**src/rtl/adc_scan_sequencer.sv**
```systemverilog
// Wishbone-configured ADC scan sequencer: paces conversions, guards against a hung
// converter with a timeout, and buffers 8-bit results in a FIFO with level/error interrupts.
module adc_scan_sequencer #(
  parameter int DEPTH   = 16,
  parameter int AW      = 4,
  parameter int TIMEOUT = 255
) (
  input  logic        clk_i,
  input  logic        rst_n_i,
  input  logic [31:0] adr_i,
  input  logic [31:0] dat_i,
  output logic [31:0] dat_o,
  input  logic [3:0]  sel_i,
  input  logic        cyc_i,
  input  logic        stb_i,
  input  logic        we_i,
  output logic        ack_o,
  output logic        adc_start,
  input  logic        adc_done,
  input  logic [7:0]  adc_data,
  output logic        irq
);

  localparam int          TW       = $clog2(TIMEOUT + 1);
  localparam logic [AW:0] FULL_LVL = (AW + 1)'(DEPTH);

  localparam logic [2:0] OFS_CTRL   = 3'd0;
  localparam logic [2:0] OFS_PERIOD = 3'd1;
  localparam logic [2:0] OFS_STATUS = 3'd2;
  localparam logic [2:0] OFS_DATA   = 3'd3;
  localparam logic [2:0] OFS_THRESH = 3'd4;
  localparam logic [2:0] OFS_IE     = 3'd5;

  typedef enum logic [1:0] {
    S_IDLE,
    S_START,
    S_CONV
  } state_e;

  state_e          state_q;
  logic            adc_start_q;
  logic            pend_q;
  logic [TW-1:0]   wcnt_q;

  logic            en_q;
  logic            cont_q;
  logic [15:0]     period_q;
  logic [AW:0]     thresh_q;
  logic [2:0]      ie_q;
  logic            ovf_q;
  logic            to_q;

  logic [15:0]     cnt_q;
  logic [15:0]     cnt_d;
  logic            tick;

  logic [7:0]      mem [DEPTH];
  logic [AW-1:0]   wr_ptr_q;
  logic [AW-1:0]   rd_ptr_q;
  logic [AW:0]     level_q;
  logic [AW:0]     level_d;
  logic            empty;
  logic            full;
  logic [7:0]      head;

  logic            ack_q;
  logic [31:0]     dat_q;
  logic            irq_q;

  logic            acc;
  logic            wr;
  logic            rd;
  logic [2:0]      ofs;
  logic [31:0]     status;
  logic [31:0]     rdata;

  logic            clr;
  logic            pop;
  logic            conv_done;
  logic            conv_to;
  logic            push_ok;
  logic            ovf_set;
  logic            ss_clear;
  logic            irq_d;

  logic            unused_ok;

  assign unused_ok = ^{sel_i, adr_i[31:5], adr_i[1:0], dat_i[31:16]};

  assign acc = cyc_i & stb_i & ~ack_q;
  assign wr  = acc & we_i;
  assign rd  = acc & ~we_i;
  assign ofs = adr_i[4:2];

  assign empty = (level_q == '0);
  assign full  = (level_q == FULL_LVL);
  assign head  = mem[rd_ptr_q];

  assign clr       = wr & (ofs == OFS_CTRL) & dat_i[2];
  assign pop       = rd & (ofs == OFS_DATA) & ~empty;
  assign conv_done = (state_q == S_CONV) & adc_done;
  assign conv_to   = (state_q == S_CONV) & ~adc_done & (wcnt_q == TW'(TIMEOUT));
  // A pop frees the slot in the same cycle, so a full FIFO can still accept a push.
  assign push_ok   = conv_done & (~full | pop) & ~clr;
  assign ovf_set   = conv_done & full & ~pop & ~clr;
  assign ss_clear  = conv_done & ~cont_q;

  assign tick = en_q & (cnt_q == '0);

  always_comb begin
    cnt_d = cnt_q - 16'd1;
    if (!en_q || tick) begin
      cnt_d = period_q;
    end
  end

  always_comb begin
    level_d = level_q;
    if (clr) begin
      level_d = '0;
    end else if (push_ok && !pop) begin
      level_d = level_q + 1'b1;
    end else if (pop && !push_ok) begin
      level_d = level_q - 1'b1;
    end
  end

  always_comb begin
    status           = '0;
    status[AW:0]     = level_q;
    status[8]        = empty;
    status[9]        = full;
    status[10]       = ovf_q;
    status[11]       = to_q;
    status[12]       = (state_q != S_IDLE);
  end

  always_comb begin
    rdata = '0;
    case (ofs)
      OFS_CTRL:   rdata = {30'd0, cont_q, en_q};
      OFS_PERIOD: rdata = {16'd0, period_q};
      OFS_STATUS: rdata = status;
      OFS_DATA:   rdata = empty ? 32'd0 : {24'd0, head};
      OFS_THRESH: rdata = 32'(thresh_q);
      OFS_IE:     rdata = {29'd0, ie_q};
      default:    rdata = '0;
    endcase
  end

  assign irq_d = (ie_q[0] & (level_q >= thresh_q) & (thresh_q != '0))
               | (ie_q[1] & ovf_q)
               | (ie_q[2] & to_q);

  always_ff @(posedge clk_i or negedge rst_n_i) begin
    if (!rst_n_i) begin
      ack_q <= 1'b0;
      dat_q <= '0;
      irq_q <= 1'b0;
    end else begin
      ack_q <= acc;
      dat_q <= rd ? rdata : 32'd0;
      irq_q <= irq_d;
    end
  end

  // Configuration registers; a completed single-shot conversion drops EN after any bus write.
  always_ff @(posedge clk_i or negedge rst_n_i) begin
    if (!rst_n_i) begin
      en_q     <= 1'b0;
      cont_q   <= 1'b0;
      period_q <= '0;
      thresh_q <= '0;
      ie_q     <= '0;
    end else begin
      if (wr) begin
        case (ofs)
          OFS_CTRL: begin
            en_q   <= dat_i[0];
            cont_q <= dat_i[1];
          end
          OFS_PERIOD: period_q <= dat_i[15:0];
          OFS_THRESH: thresh_q <= dat_i[AW:0];
          OFS_IE:     ie_q     <= dat_i[2:0];
          default: ;
        endcase
      end
      if (ss_clear) begin
        en_q <= 1'b0;
      end
    end
  end

  always_ff @(posedge clk_i or negedge rst_n_i) begin
    if (!rst_n_i) begin
      ovf_q <= 1'b0;
      to_q  <= 1'b0;
    end else if (clr) begin
      ovf_q <= 1'b0;
      to_q  <= 1'b0;
    end else begin
      if (wr && ofs == OFS_STATUS && dat_i[10]) ovf_q <= 1'b0;
      if (wr && ofs == OFS_STATUS && dat_i[11]) to_q  <= 1'b0;
      if (ovf_set) ovf_q <= 1'b1;
      if (conv_to) to_q  <= 1'b1;
    end
  end

  always_ff @(posedge clk_i or negedge rst_n_i) begin
    if (!rst_n_i) begin
      cnt_q <= '0;
    end else begin
      cnt_q <= cnt_d;
    end
  end

  // Ticks that land while a conversion is in flight are remembered once and
  // served as soon as the FSM is back in IDLE.
  always_ff @(posedge clk_i or negedge rst_n_i) begin
    if (!rst_n_i) begin
      state_q     <= S_IDLE;
      adc_start_q <= 1'b0;
      pend_q      <= 1'b0;
      wcnt_q      <= '0;
    end else begin
      case (state_q)
        S_IDLE: begin
          adc_start_q <= 1'b0;
          wcnt_q      <= '0;
          if (en_q && (tick || pend_q)) begin
            state_q     <= S_START;
            adc_start_q <= 1'b1;
            pend_q      <= 1'b0;
          end else if (!en_q) begin
            pend_q <= 1'b0;
          end
        end
        S_START: begin
          adc_start_q <= 1'b0;
          wcnt_q      <= '0;
          state_q     <= S_CONV;
          if (tick) pend_q <= 1'b1;
        end
        S_CONV: begin
          adc_start_q <= 1'b0;
          if (tick) pend_q <= 1'b1;
          if (adc_done || conv_to) begin
            state_q <= S_IDLE;
          end else begin
            wcnt_q <= wcnt_q + 1'b1;
          end
        end
        default: begin
          state_q     <= S_IDLE;
          adc_start_q <= 1'b0;
        end
      endcase
    end
  end

  always_ff @(posedge clk_i or negedge rst_n_i) begin
    if (!rst_n_i) begin
      wr_ptr_q <= '0;
      rd_ptr_q <= '0;
      level_q  <= '0;
    end else begin
      level_q <= level_d;
      if (clr) begin
        wr_ptr_q <= '0;
        rd_ptr_q <= '0;
      end else begin
        if (push_ok) wr_ptr_q <= wr_ptr_q + 1'b1;
        if (pop)     rd_ptr_q <= rd_ptr_q + 1'b1;
      end
    end
  end

  always_ff @(posedge clk_i) begin
    if (push_ok) begin
      mem[wr_ptr_q] <= adc_data;
    end
  end

  assign ack_o     = ack_q;
  assign dat_o     = dat_q;
  assign irq       = irq_q;
  assign adc_start = adc_start_q;

endmodule

```
**config.mk**
```make
export PLATFORM = sky130hd
export DESIGN_NAME = adc_scan_sequencer
export DESIGN_NICKNAME = d
export VERILOG_FILES = /design/src/rtl/adc_scan_sequencer.sv
export SDC_FILE = /design/constraint.sdc
export NUM_CORES = 1
export LEC_CHECK = 0
export CORE_MARGIN = 2
export CORE_UTILIZATION = 35
export CTS_BUF_LIST = sky130_fd_sc_hd__clkbuf_8
export CTS_CLUSTER_SIZE = 10
export DETAILED_ROUTE_END_ITERATION = 7
export PLACE_DENSITY_LB_ADDON = 0.08
export SYNTH_ARGS = -nofsm -noshare
export SYNTH_HDL_FRONTEND = slang
export SYNTH_SLANG_ARGS = --single-unit
```
**constraint.sdc**
```tcl
create_clock -name clk_i -period 4.2 [get_ports clk_i]
set_clock_uncertainty 0.15 [all_clocks]
set_input_delay 1.26 -clock clk_i [delete_from_list [all_inputs] [get_ports clk_i]]
set_output_delay 1.26 -clock clk_i [all_outputs]
set_load 0.01 [all_outputs]
```
==> flow_metrics.tcl, run 1 <==
set metrics [dict create \
    outcome "complete, no violations" \
    hold_start "cnt_q[0]" \
    area_growth_pct 17.57 \
    slew_viol_final 0 \
    drc 0 \
    viasPerCell 5.056 \
    p_leak_uw 0.004228 \
    die-area_um2 28690 \
    fin_crit_ns 3.794 \
    rsz0062_at_grt "false" \
    drive_gt1_share_pct 21.05 \
    synth-seq-cells 215 \
    whs_endpoint "cnt_q[0]" \
    rows 60 \
    synthTopCellsByCount "edfxtp_1, dfrtp_1, nand2_1, nor2_1, mux4_2" \
    fmax_mhz 263.6 \
    ys.warnings.count 0 \
    worst_pin_slew_ns 1.220 \
    synthCells 661 \
    fin_util_pct 41.88 \
    port_buffers 51 \
    worstSkewPairLatency_ns 0.53 \
    rr_worst_depth 11 \
    crit_arrival_ns 4.05 \
    timing.rr.start "ack_o" \
    synth.top_cells.by_area "edfxtp_1, dfrtp_1, mux4_2, mux2_2, ha_1" \
    clockBufferDepth 3 \
    synth_edf_count 128 \
    core_area_um2 26880 \
    cap_violations 0 \
    cp_num_buf_inv 1 \
    cts_resized 0 \
    critPathRequiredTime_ns 4.46 \
    drtIter0Drc 279 \
    postCtsSetupBuffers 0 \
    via_count 5663 \
    ys.flop_type "edfxtp_1" \
    chipWidth_um 169.4 \
    finalWirelength_um 21880 \
    antenna_found_initial 0 \
    design_area_um2 11250 \
    cp_max_fo 4 \
    max_slew_margin_pct 18.00 \
    yosysSeqAreaShare_pct 62.89 \
    finalWorstSetupSlack_ns 0.4064 \
    gr-total-overflow 0 \
    worstSetupStartpointType "primary input" \
    antenna_cells 0 \
    cts_buffers 39 \
    fp.dieH_um 169.4 \
    first_pass_iters 4 \
    dp_cells 1052 \
    place.gp.congestion 0.7676 \
    critPathCaptureType "register" \
    fin_cells 1120 \
    ir_drop_uv 219.7 \
    synth_area_per_cell_um2 14.48 \
    grt_max_degree 49 \
    setup_viol 0 \
    crit_path_top_delay_cell "clkdlybuf4s50_1" \
    cts_sinks 215 \
    synth_cell_types 60 \
    fin_total_pwr_uw 5591 \
    fin_crit_sh_pct 90.32 \
    synth_area_um2 9573 \
    critPathTopFamily "compound AO/OA/AOI/OAI gates" \
    place_area_um2 10530 \
    grt_pass1_wl_um 34530 \
    cts-root-buf "clkbuf_8" \
    yosysTopAreaCell "edfxtp_1" \
    finalHoldViolCount 0 \
    cpPeakStageDelay_ns 0.50 \
    clk_pin_slew_worst_paths_ns 0.06 \
    io_pins 117 \
    synth_top_area_share_pct 40.15 \
    cts_tree "built" \
    drt.antenna.violating_nets 0 \
    path_depth 12 \
    hp-class "register to register" \
    hpwl_um 14860 \
    crit_type "primary input to register" \
    synth-async-reset-ratio_pct 40.47 \
    reg2reg_to "level_q[4]" \
    cts_max_level 2 \
    yosysMostFrequentCell "edfxtp_1" \
    pre_cts_slack_ns -0.07574 \
    start_util_pct 35.62 \
    post_drt_wl_per_cell_um 19.53 \
    grt_pass1_vias 6065 \
    hold_depth 1 \
    p_per_area_nw_per_um2 496.7 \
    cts.hold.buffers_added 0 \
    worstPathCellList "clkdlybuf4s50_1, nand4bb_1, o211ai_1, nand2_1, nor2_1, nand2_1, fa_1, a21o_1, a21oi_1, nand3_1, a32oi_1, a21oi_1" \
    nets 855 \
    rrSetupSlack_ns 1.16 \
    gr-usage-all-layers_pct 15.73 \
]
## per-stage QoR
step	hold WS (ns)	setup TNS, ns
after floorplan	0.2961	0
after global placement	0.3243	-0.05326
after detailed placement	0.3305	-0.2169
after CTS	0.3428	0
after global routing	0.3687	0
final	0.3385	0
## power by group
| part | internal (uW) | switching, uW |
|---|---|---|
| Sequential | 2430 | 229 |
| Clock | 998 | 842 |
| Combinational | 506 | 590 |
| Total | 3930 | 1660 |
## worst reg2reg max path, cell delays in order (launching register included)
cell,delay [ns]
dfrtp_1,0.40
nand4bb_1,0.25
o211ai_1,0.34
nand2_1,0.13
nor2_1,0.17
nand2_1,0.14
fa_1,0.43
a21o_1,0.20
a21oi_1,0.30
nand3_1,0.13
a32oi_1,0.21
a21oi_1,0.08
## area by class of cell
class,instances,area [um2]
tap,341,426.7
timing repair buffer,81,733.2
clock buffer,43,591.8
sequential,215,6023
clock inverter,25,131.4
multi-input combinational,402,3299
fill,2512,15620
inverter,13,48.80
## logic make-up after synthesis
family,synth area share [%]
flops,62.89
simple gates,9.829
compound gates,6.274
mux,12.46
buf+inv,3.490
xor+xnor,2.196
fa+ha+maj,2.823
other cells,0.03917
## state kept, by name, indices dropped and copies added, names as in the netlist, 2 cells and up
signal    flops
mem         128
cnt_q        16
dat_o        16
period_q     16
wcnt_q        8
level_q       5
thresh_q      5
rd_ptr_q      4
wr_ptr_q      4
ie_q          3
state_q       2
## cells in the final DEF, fill, tap and decap left out, types with 4 or more instances in the layout
master,count
nor2_1,33
nand4_1,6
nor3_1,13
or4_1,4
xor2_1,12
o21ai_2,8
dfrtp_1,85
ha_1,20
inv_1,27
clkinv_1,6
mux2i_1,19
buf_4,31
nand2b_1,6
a21o_1,7
edfxtp_1,128
xnor2_1,12
o22ai_1,6
nand2_2,9
o221ai_1,6
mux2_2,24
conb_1,16
clkbuf_8,43
mux4_2,32
and2_1,16
o21ai_0,17
clkdlybuf4s50_1,50
a21oi_1,16
nor4_1,4
a22oi_1,12
nand2_1,39
nor2b_1,4
nand3_1,16
## routing by layer
metal  up-vias  GRT usage, %  wire, um
li1       2650             -         -
met1      2858         20.18      9391
met2       126         27.22     11190
met3        29         2.915       910
met4         0         4.645       386
met5         -             0         0
## worst max-delay path by stage
| stage | startpoint | endpoint |
|---|---|---|
| after floorplan | adr_i[2] | level_q[4] |
| after global placement | stb_i | level_q[4] |
| after detailed placement | stb_i | level_q[4] |
| after CTS | we_i | level_q[4] |
| after global routing | stb_i | level_q[4] |
| final | cyc_i | level_q[4] |
No activity file was read; power rests on OpenSTA's default activity.
==> inputs of run 2 (changes only) <==
- CORE_UTILIZATION: 35 -> 38
==> flow_metrics.tcl, run 2 (synthesized netlist as in run 1, its figures left out) <==
set metrics [dict create \
    drt.antenna.violating_nets 0 \
    cts_max_level 2 \
    drtIter0Drc 315 \
    gr-total-overflow 0 \
    worstSkewPairLatency_ns 0.54 \
    grt_max_degree 46 \
    crit_type "primary input to register" \
    core_area_um2 24960 \
    fill_cells 2322 \
    met1_usage_pct 20.34 \
    cts_resized 0 \
    die-area_um2 26480 \
    fmax_mhz 271.5 \
    finalWirelength_um 21210 \
    ir_drop_uv 234.4 \
    place.gp.congestion 0.8205 \
    cp_max_fo 4 \
    final_common_cell "edfxtp_1" \
    grtUsageMet2_pct 29.22 \
    grt_pass1_wl_um 33490 \
    design_area_um2 11210 \
    outcome "complete, no violations" \
    viasPerCell 5.114 \
    start_util_pct 38.35 \
    top_register "mem" \
    slew_viol_final 0 \
    cts_tree "built" \
    port_buffers 51 \
    grt_pass1_vias 6039 \
    setup_viol 0 \
    post_drt_wl_per_cell_um 19.18 \
    antenna_cells 0 \
    cap_violations 0 \
    busiest_layer "met2" \
    rsz0062_at_grt "false" \
    antenna_found_initial 0 \
    cts_sinks 215 \
    worstSetupStartpointType "primary input" \
    layout.area.seq_um2 6023 \
    fin_crit_ns 3.683 \
    layout_common_cells "edfxtp_1, dfrtp_1, clkdlybuf4s50_1" \
    gr-usage-all-layers_pct 16.66 \
    critPathRequiredTime_ns 4.46 \
    fin_cells 1106 \
    drc 0 \
    chipWidth_um 162.7 \
    largest_reg_flops 128 \
    dp_cells 1041 \
    nets 854 \
    cts_buffers 38 \
    hold_slack_ns 0.3523 \
    fin_crit_sh_pct 87.69 \
    drive_gt1_share_pct 21.01 \
    first_pass_iters 5 \
    p_leak_uw 0.004231 \
    multiInputGateArea_um2 3293 \
    hpwl_um 14380 \
    worst_pin_slew_ns 1.051 \
    critPathCaptureType "register" \
    postCtsSetupBuffers 0 \
    rows 58 \
    cts.hold.buffers_added 0 \
    hp-class "register to register" \
    fp.dieH_um 162.7 \
    finalHoldViolCount 0 \
    use_met3_pct 3.158 \
    place_area_um2 10520 \
    clk_pin_slew_worst_paths_ns 0.06 \
    tns_ns 0 \
    cts-root-buf "clkbuf_8" \
    max_slew_margin_pct 29.91 \
    via_count 5656 \
    p_per_area_nw_per_um2 491.3 \
    io_pins 117 \
    clockBufferDepth 3 \
    area_growth_pct 17.12 \
    crit_arrival_ns 3.95 \
]
run 2: cell types whose count changed in the layout (fill, tap and decap cells not counted), sizes merged:
cell	change
clkinv	-4
clkbuf	-1
bufinv	-1
clkinvlp	-1
inv	+4
run 2: final timing paths:
path / startpoint / to / slack (ns) / depth (start not counted)
setup / recovery: we_i / level_q[4] / 0.52 / 12
hold / removal: cnt_q[0] / cnt_q[0] / 0.35 / 1
setup reg to reg: level_q[1] / level_q[4] / 1.20 / 11
hold reg to reg: cnt_q[0] / cnt_q[0] / 0.35 / 1
max in group asynchronous: rst_n_i / cnt_q[14] / 2.66 / 2
min in group asynchronous: rst_n_i / irq / 0.59 / 1
run 2: per-stage QoR:
step,worst slack (ns),power (uW),util (%)
2_1_floorplan,0.2007,3481,-
3_3_place_gp,-0.002086,3752,42.16
5_1_grt,0.2934,5848,44.91
6_report,0.5168,5508,44.91
3_5_place_dp,-0.02425,3791,42.16
4_1_cts,0.5193,5594,44.91
run 2: worst max-delay path: stages:
cell	delay, ns
clkdlybuf4s50_1	0.42
nand4bb_1	0.22
o211ai_1	0.32
nand2_1	0.12
nor2_1	0.15
nand2_1	0.15
fa_1	0.43
a21o_1	0.20
a21oi_1	0.26
nand3_1	0.12
a32oi_1	0.20
a21oi_1	0.09
run 2: per-layer routing:
layer | vias to the layer above | wire (um)
li1 | 2647 | -
met2 | 109 | 10810
met1 | 2849 | 8976
met3 | 51 | 801
met5 | - | 0
met4 | 0 | 627
run 2: final cells by class:
class                           count  area share, %
Clock inverter                     23         0.9820
Tap cell                          330          3.683
Multi-Input combinational cell    402          29.37
Timing Repair Buffer               81          6.651
Clock buffer                       42          5.156
Inverter                           13         0.4352
Sequential cell                   215          53.72
run 2: where the power goes:
part / internal [uW] / switching [uW]
registers: 2430 / 244
clock network: 922 / 843
logic: 504 / 570
total: 3850 / 1660
